$ cat src/rtl/sar_avg_fifo_if.sv
// Read-side bundle of sar_avg_fifo: averaged-word FIFO head, occupancy and consumer ready.
interface sar_avg_fifo_if #(
  parameter int FIFO_DEPTH = 4
) ();
  logic [0:9]                    dout;
  logic                          dvalid;
  logic                          dready;
  logic [$clog2(FIFO_DEPTH):0]   level;

  modport master (output dout, output dvalid, output level, input dready);
  modport slave  (input dout, input dvalid, input level, output dready);
endinterface

$ cat src/rtl/sar_avg_fifo.sv
// SAR post-processing: resynchronises CKO, averages 2^LOG2_AVG conversion results
// and queues the averaged words in a first-word-fall-through FIFO.
module sar_avg_fifo #(
  parameter int LOG2_AVG   = 2,
  parameter int FIFO_DEPTH = 4
) (
  input  logic           i_clk,
  input  logic           i_rst_n,
  input  logic           i_en,
  input  logic           i_cko,
  input  logic [0:9]     i_data,
  input  logic           i_clr_ovf,
  output logic           o_ovf,
  sar_avg_fifo_if.master rd_if
);

  localparam int AW = 10 + LOG2_AVG;
  localparam int PW = $clog2(FIFO_DEPTH);
  localparam int LW = PW + 1;

  logic          r_s1;
  logic          r_s2;
  logic          r_s3;
  logic [AW-1:0] r_acc;
  logic          w_stb;
  logic          w_last;
  logic          w_push;
  logic [AW-1:0] w_sum;
  logic [0:9]    w_word;

  logic [0:9]    r_mem [FIFO_DEPTH];
  logic [PW-1:0] r_wr_ptr;
  logic [PW-1:0] r_rd_ptr;
  logic [LW-1:0] r_count;
  logic          r_ovf;
  logic          w_full;
  logic          w_pop;
  logic          w_write;
  logic          w_drop;

  // Synchroniser keeps running while disabled so a re-enable never sees a stale edge.
  always_ff @(posedge i_clk or negedge i_rst_n) begin
    if (!i_rst_n) begin
      r_s1 <= 1'b0;
      r_s2 <= 1'b0;
      r_s3 <= 1'b0;
    end else begin
      r_s1 <= i_cko;
      r_s2 <= r_s1;
      r_s3 <= r_s2;
    end
  end

  assign w_stb  = i_en & r_s2 & ~r_s3;
  assign w_sum  = r_acc + AW'(i_data);
  assign w_word = w_sum[AW-1 -: 10];
  assign w_push = w_stb & w_last;

  always_ff @(posedge i_clk or negedge i_rst_n) begin
    if (!i_rst_n) begin
      r_acc <= '0;
    end else if (!i_en) begin
      r_acc <= '0;
    end else if (w_stb) begin
      r_acc <= w_last ? '0 : w_sum;
    end
  end

  generate
    if (LOG2_AVG == 0) begin : g_no_cnt
      assign w_last = 1'b1;
    end else begin : g_cnt
      logic [LOG2_AVG-1:0] r_cnt;

      always_ff @(posedge i_clk or negedge i_rst_n) begin
        if (!i_rst_n) begin
          r_cnt <= '0;
        end else if (!i_en) begin
          r_cnt <= '0;
        end else if (w_stb) begin
          r_cnt <= w_last ? '0 : r_cnt + 1'b1;
        end
      end

      assign w_last = &r_cnt;
    end
  endgenerate

  // A pop on the same edge frees the slot, so a push into a full FIFO still lands.
  assign w_full  = (r_count == LW'(FIFO_DEPTH));
  assign w_pop   = (r_count != '0) & rd_if.dready;
  assign w_write = w_push & (~w_full | w_pop);
  assign w_drop  = w_push & w_full & ~w_pop;

  always_ff @(posedge i_clk) begin
    if (w_write) begin
      r_mem[r_wr_ptr] <= w_word;
    end
  end

  always_ff @(posedge i_clk or negedge i_rst_n) begin
    if (!i_rst_n) begin
      r_wr_ptr <= '0;
      r_rd_ptr <= '0;
      r_count  <= '0;
    end else begin
      if (w_write) begin
        r_wr_ptr <= r_wr_ptr + 1'b1;
      end
      if (w_pop) begin
        r_rd_ptr <= r_rd_ptr + 1'b1;
      end
      if (w_write && !w_pop) begin
        r_count <= r_count + 1'b1;
      end else if (!w_write && w_pop) begin
        r_count <= r_count - 1'b1;
      end
    end
  end

  always_ff @(posedge i_clk or negedge i_rst_n) begin
    if (!i_rst_n) begin
      r_ovf <= 1'b0;
    end else if (w_drop) begin
      r_ovf <= 1'b1;
    end else if (i_clr_ovf) begin
      r_ovf <= 1'b0;
    end
  end

  assign o_ovf        = r_ovf;
  assign rd_if.dvalid = (r_count != '0);
  assign rd_if.dout   = (r_count != '0) ? r_mem[r_rd_ptr] : '0;
  assign rd_if.level  = r_count;

endmodule

$ cat src/flat_wrapper.sv
// flat-port wrapper written by rule: the top's interface ports become plain ports
module sar_avg_fifo_flat 
#(
  parameter int LOG2_AVG   = 2,
  parameter int FIFO_DEPTH = 4
)
  (i_clk, i_rst_n, i_en, i_cko, i_data, i_clr_ovf, o_ovf, rd_if_dout, rd_if_dvalid, rd_if_level, rd_if_dready);
  sar_avg_fifo_if #(.FIFO_DEPTH(FIFO_DEPTH)) rd_if_i ();
  input  logic i_clk;
  input  logic i_rst_n;
  input  logic i_en;
  input  logic i_cko;
  input  logic [0:9] i_data;
  input  logic i_clr_ovf;
  output logic o_ovf;
  output wire logic [$bits(rd_if_i.dout)-1:0] rd_if_dout;
  output wire logic [$bits(rd_if_i.dvalid)-1:0] rd_if_dvalid;
  output wire logic [$bits(rd_if_i.level)-1:0] rd_if_level;
  input wire logic [$bits(rd_if_i.dready)-1:0] rd_if_dready;
  assign rd_if_dout = rd_if_i.dout;
  assign rd_if_dvalid = rd_if_i.dvalid;
  assign rd_if_level = rd_if_i.level;
  assign rd_if_i.dready = rd_if_dready;
  sar_avg_fifo #(.LOG2_AVG(LOG2_AVG), .FIFO_DEPTH(FIFO_DEPTH)) u_core (.i_clk(i_clk), .i_rst_n(i_rst_n), .i_en(i_en), .i_cko(i_cko), .i_data(i_data), .i_clr_ovf(i_clr_ovf), .o_ovf(o_ovf), .rd_if(rd_if_i));
endmodule
$ cat config.mk
export PLATFORM = sky130hd
export DESIGN_NAME = sar_avg_fifo_flat
export DESIGN_NICKNAME = d
export VERILOG_FILES = /design/src/rtl/sar_avg_fifo_if.sv /design/src/rtl/sar_avg_fifo.sv /design/src/flat_wrapper.sv
export SDC_FILE = /design/constraint.sdc
export NUM_CORES = 1
export LEC_CHECK = 0
export ABC_AREA = 1
export ABC_CLOCK_PERIOD_IN_PS = 2700
export CAP_MARGIN = 20
export CORE_MARGIN = 4
export CORE_UTILIZATION = 50
export DETAILED_ROUTE_END_ITERATION = 8
export GPL_TIMING_DRIVEN = 0
export MAX_ROUTING_LAYER = met4
export PLACE_DENSITY = 0.71
export SLEW_MARGIN = 10
export SYNTH_ARGS = -nofsm -noshare
export SYNTH_HDL_FRONTEND = slang
export SYNTH_SLANG_ARGS = --single-unit
$ cat constraint.sdc
create_clock -name i_clk -period 2.7 [get_ports i_clk]
set_clock_uncertainty 0.05 [all_clocks]
set_input_delay 0.405 -clock i_clk [delete_from_list [all_inputs] [get_ports i_clk]]
set_output_delay 0.405 -clock i_clk [all_outputs]
set_load 0.05 [all_outputs]
# Word-level counts from Yosys, hierarchy flattened
# Memories as Yosys holds them, arrays and structs flattened.
# Cells that the tools add are included.
# totals
memories	1
word_cells	50
out_inout_bits	15
ff_bits	25
mem_bits_rw	40
input_bits	16
# op_classes
reduce_logical	8
addsub	6
bitwise_logic	11
n_mux	13
eq_ne	2
# memory_table
name	words	width	read_ports	rd_clocked_by_memory_dff	wr	line	source
u_core.r_mem	4	10	1	0	1	sar_avg_fifo.sv:31	logic [0:9] r_mem [FIFO_DEPTH];
# op_table
op	n
$mux W12	3
$add A12 B10 Y12	1
$mux W10	1
$and A1 B1 Y1	7
$add A2 B1 Y2 const B	3
$mux W2	3
$mux W3	2
$mux W1	4
$reduce_bool A2 Y1	2
$add A3 B1 Y3 const B	1
$eq A3 B3 Y1 const B	1
$not A1 Y1	3
$reduce_bool A3 Y1	1
$sub A3 B1 Y3 const B	1
$logic_and A1 B1 Y1	2
$logic_not A1 Y1	2
$ne A2 B1 Y1 const B	1
$reduce_and A2 Y1	1
$or A1 B1 Y1	1

# Longest topological paths before layout
# logic_depth
word_depth	8
mapped_depth	13
ltp_nobuf	13

# Least setup slack after synthesis
# OpenSTA, ideal clock, no wires.
# synth_timing
kind	register -> output
from	reg u_core.r_count[0], in the netlist u_core.rd_if.level[0]
to	out rd_if_dout[0]
stages_incl_launch_ff	6
path_buffers	1
slack_ps	-33
arrival_time_ps	2278
cell_sequence	dfrtp_1 > nor2_1 > nand2_1 > inv_1 > clkbuf_1 > a21oi_1
# synth_via
elab_chain_len	2
# synth_lines
item	line	source
start: declaration	sar_avg_fifo.sv:34	logic [LW-1:0] r_count;
start signal: assignment	sar_avg_fifo.sv:114	r_count <= r_count + 1'b1;
start signal: assignment	sar_avg_fifo.sv:116	r_count <= r_count - 1'b1;
$reduce_bool A3 Y1	-	
via rd_if_dvalid	flat_wrapper.sv:17	output wire logic [$bits(rd_if_i.dvalid)-1:0] rd_if_dvalid;
$mux W10	sar_avg_fifo.sv:133	assign rd_if.dout = (r_count != '0) ? r_mem[r_rd_ptr] : '0;
end: declaration	flat_wrapper.sv:16	output wire logic [$bits(rd_if_i.dout)-1:0] rd_if_dout;
# The timed path passes the listed nets, and every way through them passes these cells.

# Worst setup path in the final report
# layout_timing
from	reg u_core.r_rd_ptr[0]
to	out rd_if_dout[9]
# layout_via
elab_chain_len	2
# layout_lines
item	line	source
start: declaration	sar_avg_fifo.sv:33	logic [PW-1:0] r_rd_ptr;
start signal: assignment	sar_avg_fifo.sv:111	r_rd_ptr <= r_rd_ptr + 1'b1;
$mem_v2 Z4 W10	-	
$mux W10	sar_avg_fifo.sv:133	
# Every way passes these cells.

==> metrics.txt <==
DP Worst Slack=0.00680 ns; leakage power=1.73 nW; synthesized area per cell=9.37 µm²; Worst-Skew Late Latency=0.33 ns; CTS tree=done; Yosys warning total=0; Die W=88.9 µm; Root Buffer=clkbuf_8; DP Cell Count=457; CTS Buf Count=9; hold_buf cts=0; achievable frequency=388 MHz; Worst-Margin Slew=1.01 ns; CTS clock-pin slew for the worst setup and hold paths=0.07 ns; cell count after synthesis=349; Multi-input gate area=1230 µm²; core footprint=6350 µm²; R2R setup slack=0.31 ns; reg-to-reg endpoint=u_core.rd_if.level[2]; synthesis-to-finish area growth=17.8%; worst hold-check path type=reg -> reg; row count=29; Arrival @ worst endpoint=2.12 ns; Post-Synthesis Cell Area=3270 µm²; slew margin rel.=0.326; most frequent cells in the layout=nand2_1, nor2_1, inv_1; VDD IR max=0.730 mV; FF-to-FF Start=u_core.rd_if.level[0]; DP Area=3680 µm²; Reg area=1830 µm²; ANT cells=0; largest net degree at the start of global routing=15; Final Cycle Share=0.954; Post-CTS Setup Inserts=0; post-synth top area cell=edfxtp_1; unrepaired setup endpoints after global routing=false; final core occ=0.606; Yosys top cell area share=0.367; status=finished clean; Finished Layout Cells=472; Synth area leaders=edfxtp_1, dfrtp_1, nand2_1; deepest level of the CTS H-tree=3; via density per instance=5.14; Initial Utilization=0.515; CTS sink cnt=65; initial DRC count=127; PortBufs=30; GR Overflow Total=0; first-pass GRT wire length=10.7 mm; Final nets=424; drt drc=0; vias in the first global route=2373; post-layout min period=2.58 ns; drt pass-1 iters=5; Setup CP Type=reg -> out; final worst setup slack=0.124 ns; Ports=31; Setup crit start=u_core.r_rd_ptr[0]; Final Wtd Congestion=0.891; Slew Limit Fails=0; via count=2425; Die H=88.9 µm; Yosys cell types=27; fin area=3850 µm²; crit path to=rd_if_dout[9]; routed wire length=6.63 mm; R2R depth=11; antenna violations before repair=0; Post-Syn Nets=383; HPWL after DPL=4.84 mm; sequential share of the synthesized area=0.559; Power Dens Cells=919 nW/µm²; startpoint class of the critical path=flip-flop; Max Cap Viol=0; Setup crit end kind=output port; Seq cells post-synth=65; endpoints failing setup=0; commonest non-fill, non-tap cell in the layout=nand2_1; Max clock buf depth=2; Fillers=517; Data required, critical path=2.25 ns; Die ar.=7900 µm²; CP max FO=10; share of layout cells above drive strength 1=0.0658; Hold Vio Cnt, Final=0; Wirelength per Cell=14.0 µm; Final ANT Viol Nets=0; GRT Total Usage=0.190
-- sequential cells by signal, summed over array words and instances, names as in the netlist --
name,flops
u_core.r_mem,40
u_core.r_acc,12
u_core.rd_if.level,3
u_core.g_cnt.r_cnt,2
u_core.r_rd_ptr,2
u_core.r_wr_ptr,2
u_core.o_ovf,1
u_core.r_s1,1
u_core.r_s2,1
u_core.r_s3,1
-- where the power goes --
part / switching (mW) / total (mW) / internal (mW) / leakage (nW)
logic: 1.09 / 1.54 / 0.442 / 0.947
registers: 0.0586 / 1.21 / 1.15 / 0.681
clock network: 0.348 / 0.794 / 0.446 / 0.0978
total: 1.50 / 3.54 / 2.04 / 1.73
-- per-stage QoR --
step	TNS (ns)	power (mW)	hold slack, ns
3_3_place_gp	0	2.82	0.284
5_1_grt	0	3.74	0.326
4_1_cts	0	3.57	0.309
6_report	0	3.54	0.302
3_5_place_dp	0	2.87	0.294
2_1_floorplan	-0.328	2.34	0.0594
-- cells in the mapped netlist (all sizes together) --
master,instances
a21boi,1
a21oi,14
a22o,3
and2,5
buf,3
clkbuf,5
dfrtp,25
edfxtp,40
fa,2
ha,16
inv,47
mux2,1
nand2,69
nand3,16
nand3b,1
nand4,3
nor2,59
nor3,1
o21ai,27
o32ai,1
xnor2,4
xor2,6
-- metal layers --
layer | GRT usage | part of all wire | vias to the layer above
met1 | 0.227 | 0.45 | 1153
met2 | 0.314 | 0.50 | 51
met3 | 0.0456 | 0.046 | 6
met4 | 0.0659 | 0.0097 | 0
met5 | - | 0 | -
li1 | - | - | 1215
-- layout make-up --
type                            instances  area share
Buffer                                  7     0.00780
Clock buffer                           12      0.0377
Clock inverter                          4      0.0114
Inverter                               47      0.0458
Multi-Input combinational cell        229       0.320
Sequential cell                        65       0.474
Tap cell                               77      0.0250
Timing Repair Buffer                   31      0.0777
-- cells by family after synthesis --
logic type / share of synthesized area
DFF: 0.559
adders and majority gates: 0.0735
muxes: 0.00344
AOI/OAI and AO/OA: 0.0758
buffers and inverters: 0.0643
and+or+nand+nor: 0.195
xor gates and xnor gates: 0.0291
-- what timing repair did --
item | CTS | global route
endpoints found under the setup margin | 10 | 5
gates resized for setup | 10 | 7
gates cloned | 0 | 0
-- critical path, stage by stage, from the launching register on --
cell and delay, ns:
dfrtp_1 0.43, inv_1 0.10, clkbuf_1 0.37, o21ai_0 0.19
a21oi_1 0.15, dlygate4sd2_1 0.54
-- worst min path at each step --
stage / from / depth (start not counted) / slack [ns] / to
floorplan: i_rst_n / 0 / 0.06 / u_core.g_cnt.r_cnt[0]
global placement: u_core.r_s1 / 0 / 0.28 / u_core.r_s2
detailed placement: u_core.r_s1 / 0 / 0.29 / u_core.r_s2
CTS: u_core.r_s1 / 0 / 0.31 / u_core.r_s2
global route: u_core.r_s1 / 0 / 0.33 / u_core.r_s2
finish: u_core.r_s1 / 0 / 0.30 / u_core.r_s2
Power figures use the tool's default switching activity.
